### src/rtl/lsu.sv
// Load/store unit: one outstanding RV32I access to a word-wide RAM with byte enables.
// Sequence is IDLE -> ACCESS -> RESP. Illegal requests skip ACCESS and go straight to RESP.
// Optional build macro: LSU_MISALIGN_TRAP_EN. When it is defined, misaligned halfword and
// word accesses are rejected. When it is undefined, the low address bits are ignored.
module lsu #(
  parameter int RD_LAT = 1
) (
  input  logic        clk_i,
  input  logic        rst_i,
  input  logic        req_valid_i,
  output logic        req_ready_o,
  input  logic        req_we_i,
  input  logic [2:0]  req_funct3_i,
  input  logic [31:0] req_addr_i,
  input  logic [31:0] req_wdata_i,
  output logic        resp_valid_o,
  input  logic        resp_ready_i,
  output logic [31:0] resp_rdata_o,
  output logic        resp_err_o,
  output logic [31:0] ram_addr_o,
  output logic [31:0] ram_data_o,
  output logic [3:0]  ram_wen_o,
  input  logic [31:0] ram_data_i
);

  typedef enum logic [1:0] {IDLE, ACCESS, RESP} state_t;

  state_t      state_q;
  logic [1:0]  cnt_q;
  logic        we_q;
  logic [2:0]  f3_q;
  logic [1:0]  off_q;
  logic        ready_q;
  logic        resp_valid_q;
  logic        resp_err_q;
  logic [31:0] resp_rdata_q;
  logic [31:0] ram_addr_q;
  logic [31:0] ram_data_q;
  logic [3:0]  ram_wen_q;

  logic        reject_d;
  logic        misalign_d;

  // funct3 codes with no RV32I meaning, and unsigned variants used as stores.
  function automatic logic f3_illegal(input logic we, input logic [2:0] f3);
    case (f3)
      3'b000, 3'b001, 3'b010: return 1'b0;
      3'b100, 3'b101:         return we;
      default:                return 1'b1;
    endcase
  endfunction

  // Byte-enable pattern for a store of the given width at the given byte offset.
  function automatic logic [3:0] st_wen(input logic [2:0] f3, input logic [1:0] off);
    case (f3[1:0])
      2'b00:   return 4'b0001 << off;
      2'b01:   return 4'b0011 << {off[1], 1'b0};
      default: return 4'b1111;
    endcase
  endfunction

  // Store data is replicated across the lanes so that the enables alone choose the bytes.
  function automatic logic [31:0] st_data(input logic [2:0] f3, input logic [31:0] wd);
    case (f3[1:0])
      2'b00:   return {4{wd[7:0]}};
      2'b01:   return {2{wd[15:0]}};
      default: return wd;
    endcase
  endfunction

  // Extract the addressed byte or halfword from the RAM word, then sign- or zero-extend it.
  function automatic logic [31:0] ld_fmt(input logic [2:0] f3, input logic [1:0] off,
                                         input logic [31:0] w);
    logic [7:0]  b;
    logic [15:0] h;
    case (off)
      2'd0:    b = w[7:0];
      2'd1:    b = w[15:8];
      2'd2:    b = w[23:16];
      default: b = w[31:24];
    endcase
    h = off[1] ? w[31:16] : w[15:0];
    case (f3)
      3'b000:  return {{24{b[7]}}, b};
      3'b100:  return {24'd0, b};
      3'b001:  return {{16{h[15]}}, h};
      3'b101:  return {16'd0, h};
      default: return w;
    endcase
  endfunction

`ifdef LSU_MISALIGN_TRAP_EN
  // Halfword accesses need addr[0]=0. Word accesses need addr[1:0]=0.
  assign misalign_d = ((req_funct3_i[1:0] == 2'b01) && req_addr_i[0]) ||
                      ((req_funct3_i == 3'b010) && (req_addr_i[1:0] != 2'b00));
`else
  // Misaligned accesses proceed. The lane logic drops the low address bits that do not apply.
  assign misalign_d = 1'b0;
`endif

  // Decide whether the request must be rejected without any RAM access.
  assign reject_d = f3_illegal(req_we_i, req_funct3_i) || misalign_d;

  // Control FSM. All outputs are registered. A reset drops every output at once.
  always_ff @(posedge clk_i or posedge rst_i) begin
    if (rst_i) begin
      state_q      <= IDLE;
      cnt_q        <= 2'd0;
      we_q         <= 1'b0;
      f3_q         <= 3'd0;
      off_q        <= 2'd0;
      ready_q      <= 1'b0;
      resp_valid_q <= 1'b0;
      resp_err_q   <= 1'b0;
      resp_rdata_q <= 32'd0;
      ram_addr_q   <= 32'd0;
      ram_data_q   <= 32'd0;
      ram_wen_q    <= 4'd0;
    end else begin
      case (state_q)
        IDLE: begin
          if (!ready_q) begin
            // First cycle after reset: announce readiness before accepting anything.
            ready_q <= 1'b1;
          end else if (req_valid_i) begin
            ready_q <= 1'b0;
            we_q    <= req_we_i;
            f3_q    <= req_funct3_i;
            off_q   <= req_addr_i[1:0];
            if (reject_d) begin
              state_q      <= RESP;
              resp_valid_q <= 1'b1;
              resp_err_q   <= 1'b1;
              resp_rdata_q <= 32'd0;
            end else begin
              state_q    <= ACCESS;
              ram_addr_q <= {req_addr_i[31:2], 2'b00};
              ram_data_q <= req_we_i ? st_data(req_funct3_i, req_wdata_i) : 32'd0;
              ram_wen_q  <= req_we_i ? st_wen(req_funct3_i, req_addr_i[1:0]) : 4'd0;
              cnt_q      <= 2'(RD_LAT - 1);
            end
          end
        end
        ACCESS: begin
          if (we_q) begin
            // A store writes during exactly one cycle.
            ram_wen_q    <= 4'd0;
            state_q      <= RESP;
            resp_valid_q <= 1'b1;
            resp_err_q   <= 1'b0;
            resp_rdata_q <= 32'd0;
          end else if (cnt_q == 2'd0) begin
            // Read data becomes valid on the final ACCESS cycle of a load.
            resp_rdata_q <= ld_fmt(f3_q, off_q, ram_data_i);
            state_q      <= RESP;
            resp_valid_q <= 1'b1;
            resp_err_q   <= 1'b0;
          end else begin
            cnt_q <= cnt_q - 2'd1;
          end
        end
        RESP: begin
          if (resp_ready_i) begin
            state_q      <= IDLE;
            ready_q      <= 1'b1;
            resp_valid_q <= 1'b0;
            resp_err_q   <= 1'b0;
            resp_rdata_q <= 32'd0;
          end
        end
        default: state_q <= IDLE;
      endcase
    end
  end

  assign req_ready_o  = ready_q;
  assign resp_valid_o = resp_valid_q;
  assign resp_err_o   = resp_err_q;
  assign resp_rdata_o = resp_rdata_q;
  assign ram_addr_o   = ram_addr_q;
  assign ram_data_o   = ram_data_q;
  assign ram_wen_o    = ram_wen_q;

endmodule

### config.mk
export PLATFORM = sky130hd
export DESIGN_NAME = lsu
export DESIGN_NICKNAME = d
export VERILOG_FILES = /design/src/rtl/lsu.sv
export SDC_FILE = /design/constraint.sdc
export NUM_CORES = 1
export LEC_CHECK = 0
export CORE_MARGIN = 5
export CORE_UTILIZATION = 40
export DETAILED_ROUTE_END_ITERATION = 8
export PLACE_DENSITY = 0.71
export SYNTH_ARGS = -nofsm -noshare
export SYNTH_HDL_FRONTEND = slang
export SYNTH_SLANG_ARGS = --single-unit
export TNS_END_PERCENT = 50
### constraint.sdc
create_clock -name clk_i -period 6.9 [get_ports clk_i]
set_input_delay 1.035 -clock clk_i [delete_from_list [all_inputs] [get_ports clk_i]]
set_output_delay 1.035 -clock clk_i [all_outputs]
set_load 0.02 [all_outputs]
==> metrics <==
run status completed; crit share post-route 47.10%; FF-to-FF Start state_q[1]; CTS Hold Buffers Added 0; Place WS around 3.3 ns; H-tree levels 3; Total GRT Usage between 20% and 30%; RSZ-0062 raised after global routing no; Avg Synthesized Cell Area 11.13 µm²; Final Wtd Congestion just under 0.9; PortBufs 204; RR Endpoint resp_rdata_o[24]; largest net degree at the start of global routing 96; ratio of cells with drive above 1 in the final layout 11.03%; max cap viols 0; min cycle time layout around 3.2 ns; worst hold path type reg2reg; Starting Density about two fifths; EDFF count, synth 0; CP Max Fanout 16; final setup fails 0; Detailed Route WL approximately 16 mm; vias in the first global route 4783; CP arrival 3.53 ns; clock root cell clkbuf_16; total I/O pin count 207; Sink Count 111; Synth cell types 44; worst setup path endpoint resp_rdata_o[24]; Ys Warns 0; clock power share 16.6%; cell taking the most area after synthesis dfrtp_1; Power per Cell Area around 420 nW/µm²; Site Rows 42; Die Y-Extent 125.7 µm; Lkg Pwr 0.003337 µW; sequential area share after synthesis 51.88%; Relative slew margins 27.33%; CTS tree yes; Net Sw Frac 38.90%; total CTS buffers 9; fin worst setup slack 3.650 ns; cell area after synthesis 5354 µm²; fill count between 1000 and 1500; Data required, critical path 7.18 ns; Post-CTS Setup Bufs 0; Setup crit start kind primary input; Final Max Slew Viols 0; CORE AREA about 13000 µm²; reg2reg path depth 6; initial antenna violation count 1; Max Fclk between 300 and 400 MHz; top-area cell type share of the netlist area about half; PostCTS Resize Cnt 0; # nets final ~770; r2r setup slk 4.34 ns; Worst path max stage delay 0.97 ns; FFs w/ async S/R, synth 100.0%; actual slew at the worst max-slew pin between 1 and 1.5 ns; number of remaining DRC errors 0; grt ovf 0; Crit Path Class in2reg; WP depth 5; clock-pin slew on the worst setup and hold paths 0.08 ns; die area 15800 µm²; Final Skew ~0.011 ns; Top FF cell, synth dfrtp_1; Via Count 4410; DR pass1 iterations 5; Max IR drop VDD 251.9 µV; #FFs+latches synth 111; area grow syn2layout 45.59%; net switching power 1266 µW; hpwl dp ~12 mm; clock latency at the later pin of the worst-skew pair 0.36 ns; diode count 0; Initial DRC Count 270; Internal Power 1988 µW; setup TNS 0 ns; first-pass GRT wire length 26.23 mm; Cells after Synth about 480; critical-path cell list clkdlybuf4s50_1 > a21o_1 > a21oi_1 > nor3_2 > a22o_1; Worst Setup End Kind flop; clk buf depth 2; slowest CP cell clkdlybuf4s50_1; family with the most delay on the worst path buffers and inverters; logic gate share of total power 50.0%; routed length per instance 19.39 µm; CP Buf/Inv Count 1; CP startpoint req_funct3_i[1]; final hold slack around 0.49 ns; synth top area cells dfrtp_1 (52%), mux2_2 (10%), mux2i_1 (7.1%); number of vias per cell approximately 5.2; endpoints failing hold 0; Detail Route Antenna Nets 0; sequential share of power 33.4%; Die Wd between 100 and 150 µm
[registers in the layout, indices dropped and copies added, names as in the netlist]
name and flops:
ram_data_o 32, resp_valid_o 1, ram_wen_o 4, f3_q 3, req_ready_o 1, cnt_q 2
off_q 2, ram_addr_o 30, state_q 2, resp_rdata_o 32, we_q 1, resp_err_o 1
[cells by family (layout without fill, tap and decap cells)]
kind of cell	Yosys count	in the layout	share of synthesized area, %
and+or+nand+nor	116	116	10.28
DFF	111	111	51.88
AOI/OAI and AO/OA	107	107	14.65
muxes	87	87	17.62
buffers and inverters	55	244	4.557
adders and majority gates	4	4	0.9348
other	1	2	0.07004
[final cells by class]
class                      count  area [µm²]  area share (%)
sequential                   111        2778           35.63
multi-input combinational    316        2344           30.06
timing repair buffer         207        2064           26.48
clock buffer                  10       239.0           3.066
tap                          176       220.2           2.825
inverter                      21       81.33           1.043
clock inverter                 6       68.82          0.8828
[metal layers]
metal / GRT usage, % / up-vias / wire [µm]
li1: - / 2070 / -
met1: 25.42 / 2109 / 6636
met2: 32.98 / 202 / 7435
met3: 10.08 / 27 / 1972
met4: 7.526 / 2 / 366
met5: 0 / - / 13
[Yosys cell counts (2+ instances only)]
master     instances
a22o_1            20
a32o_1             6
inv_1             19
buf_2             12
a21oi_1            6
mux2_2            48
o2111ai_1          2
o31ai_1           16
o211ai_1           9
nand2_1           67
ha_1               4
nand2b_1          30
buf_4              4
clkbuf_1          16
dfrtp_1          111
nor2_1             6
mux2i_1           38
o221ai_1           5
o22ai_1            2
clkinv_1           2
a21o_1             2
o21ai_0           28
nor2b_1            7
[metrics by stage]
step	area, µm²	instances	power, µW	util, %
finish	7795	847	3254	59.10
global placement	7487	831	2692	56.76
global route	7795	847	3450	59.10
detailed placement	7487	831	2733	56.76
CTS	7795	847	3283	59.10
floorplan	5358	482	2008	-
[layout by cell type (no fill, tap or decap), types with 2 or more instances in the layout]
| cell | n |
|---|---|
| clkinv_2 | 2 |
| buf_4 | 3 |
| a21oi_1 | 6 |
| ha_1 | 4 |
| nand2_1 | 67 |
| o22ai_1 | 2 |
| mux2i_1 | 38 |
| conb_1 | 2 |
| nor2_1 | 6 |
| a22o_1 | 20 |
| clkinv_4 | 2 |
| o2111ai_1 | 2 |
| inv_1 | 18 |
| mux2_2 | 48 |
| clkdlybuf4s50_1 | 204 |
| a32o_1 | 6 |
| o31ai_1 | 16 |
| clkbuf_16 | 9 |
| o211ai_1 | 9 |
| o21ai_0 | 28 |
| clkinv_1 | 2 |
| o221ai_1 | 5 |
| nand2b_1 | 30 |
| dfrtp_1 | 111 |
| nor2b_1 | 7 |
[worst min-delay path: cells and delay by family, from the launching register on]
| kind | cells | cell delay (ns) |
|---|---|---|
| AOI/OAI and AO/OA | 1 | 0.05 |
| and+or+nand+nor | 1 | 0.05 |
| DFF | 1 | 0.36 |
[power by group through the flow]
| stage | sequential [µW] | combinational [µW] | clock (µW) |
|---|---|---|---|
| after CTS | 1090 | 1640 | 551 |
| final | 1090 | 1630 | 539 |
| after floorplan | 1330 | 674 | 0 |
| after global routing | 1120 | 1750 | 577 |
| after detailed placement | 1100 | 1640 | 0 |
| after global placement | 1090 | 1600 | 0 |
[how the worst min path moves through the flow]
stage          slack (ns)  cells after the start              to      startpoint
5_1_grt              0.52                      1  ram_addr_o[14]  ram_addr_o[14]
4_1_cts              0.49                      2  ram_data_o[21]  ram_data_o[21]
6_report             0.49                      2   ram_data_o[9]   ram_data_o[9]
3_5_place_dp         0.47                      2  ram_data_o[21]  ram_data_o[21]
3_3_place_gp         0.46                      2   ram_data_o[0]   ram_data_o[0]
2_1_floorplan        0.47                      2            we_q            we_q
(Power assumes the default switching activity.)
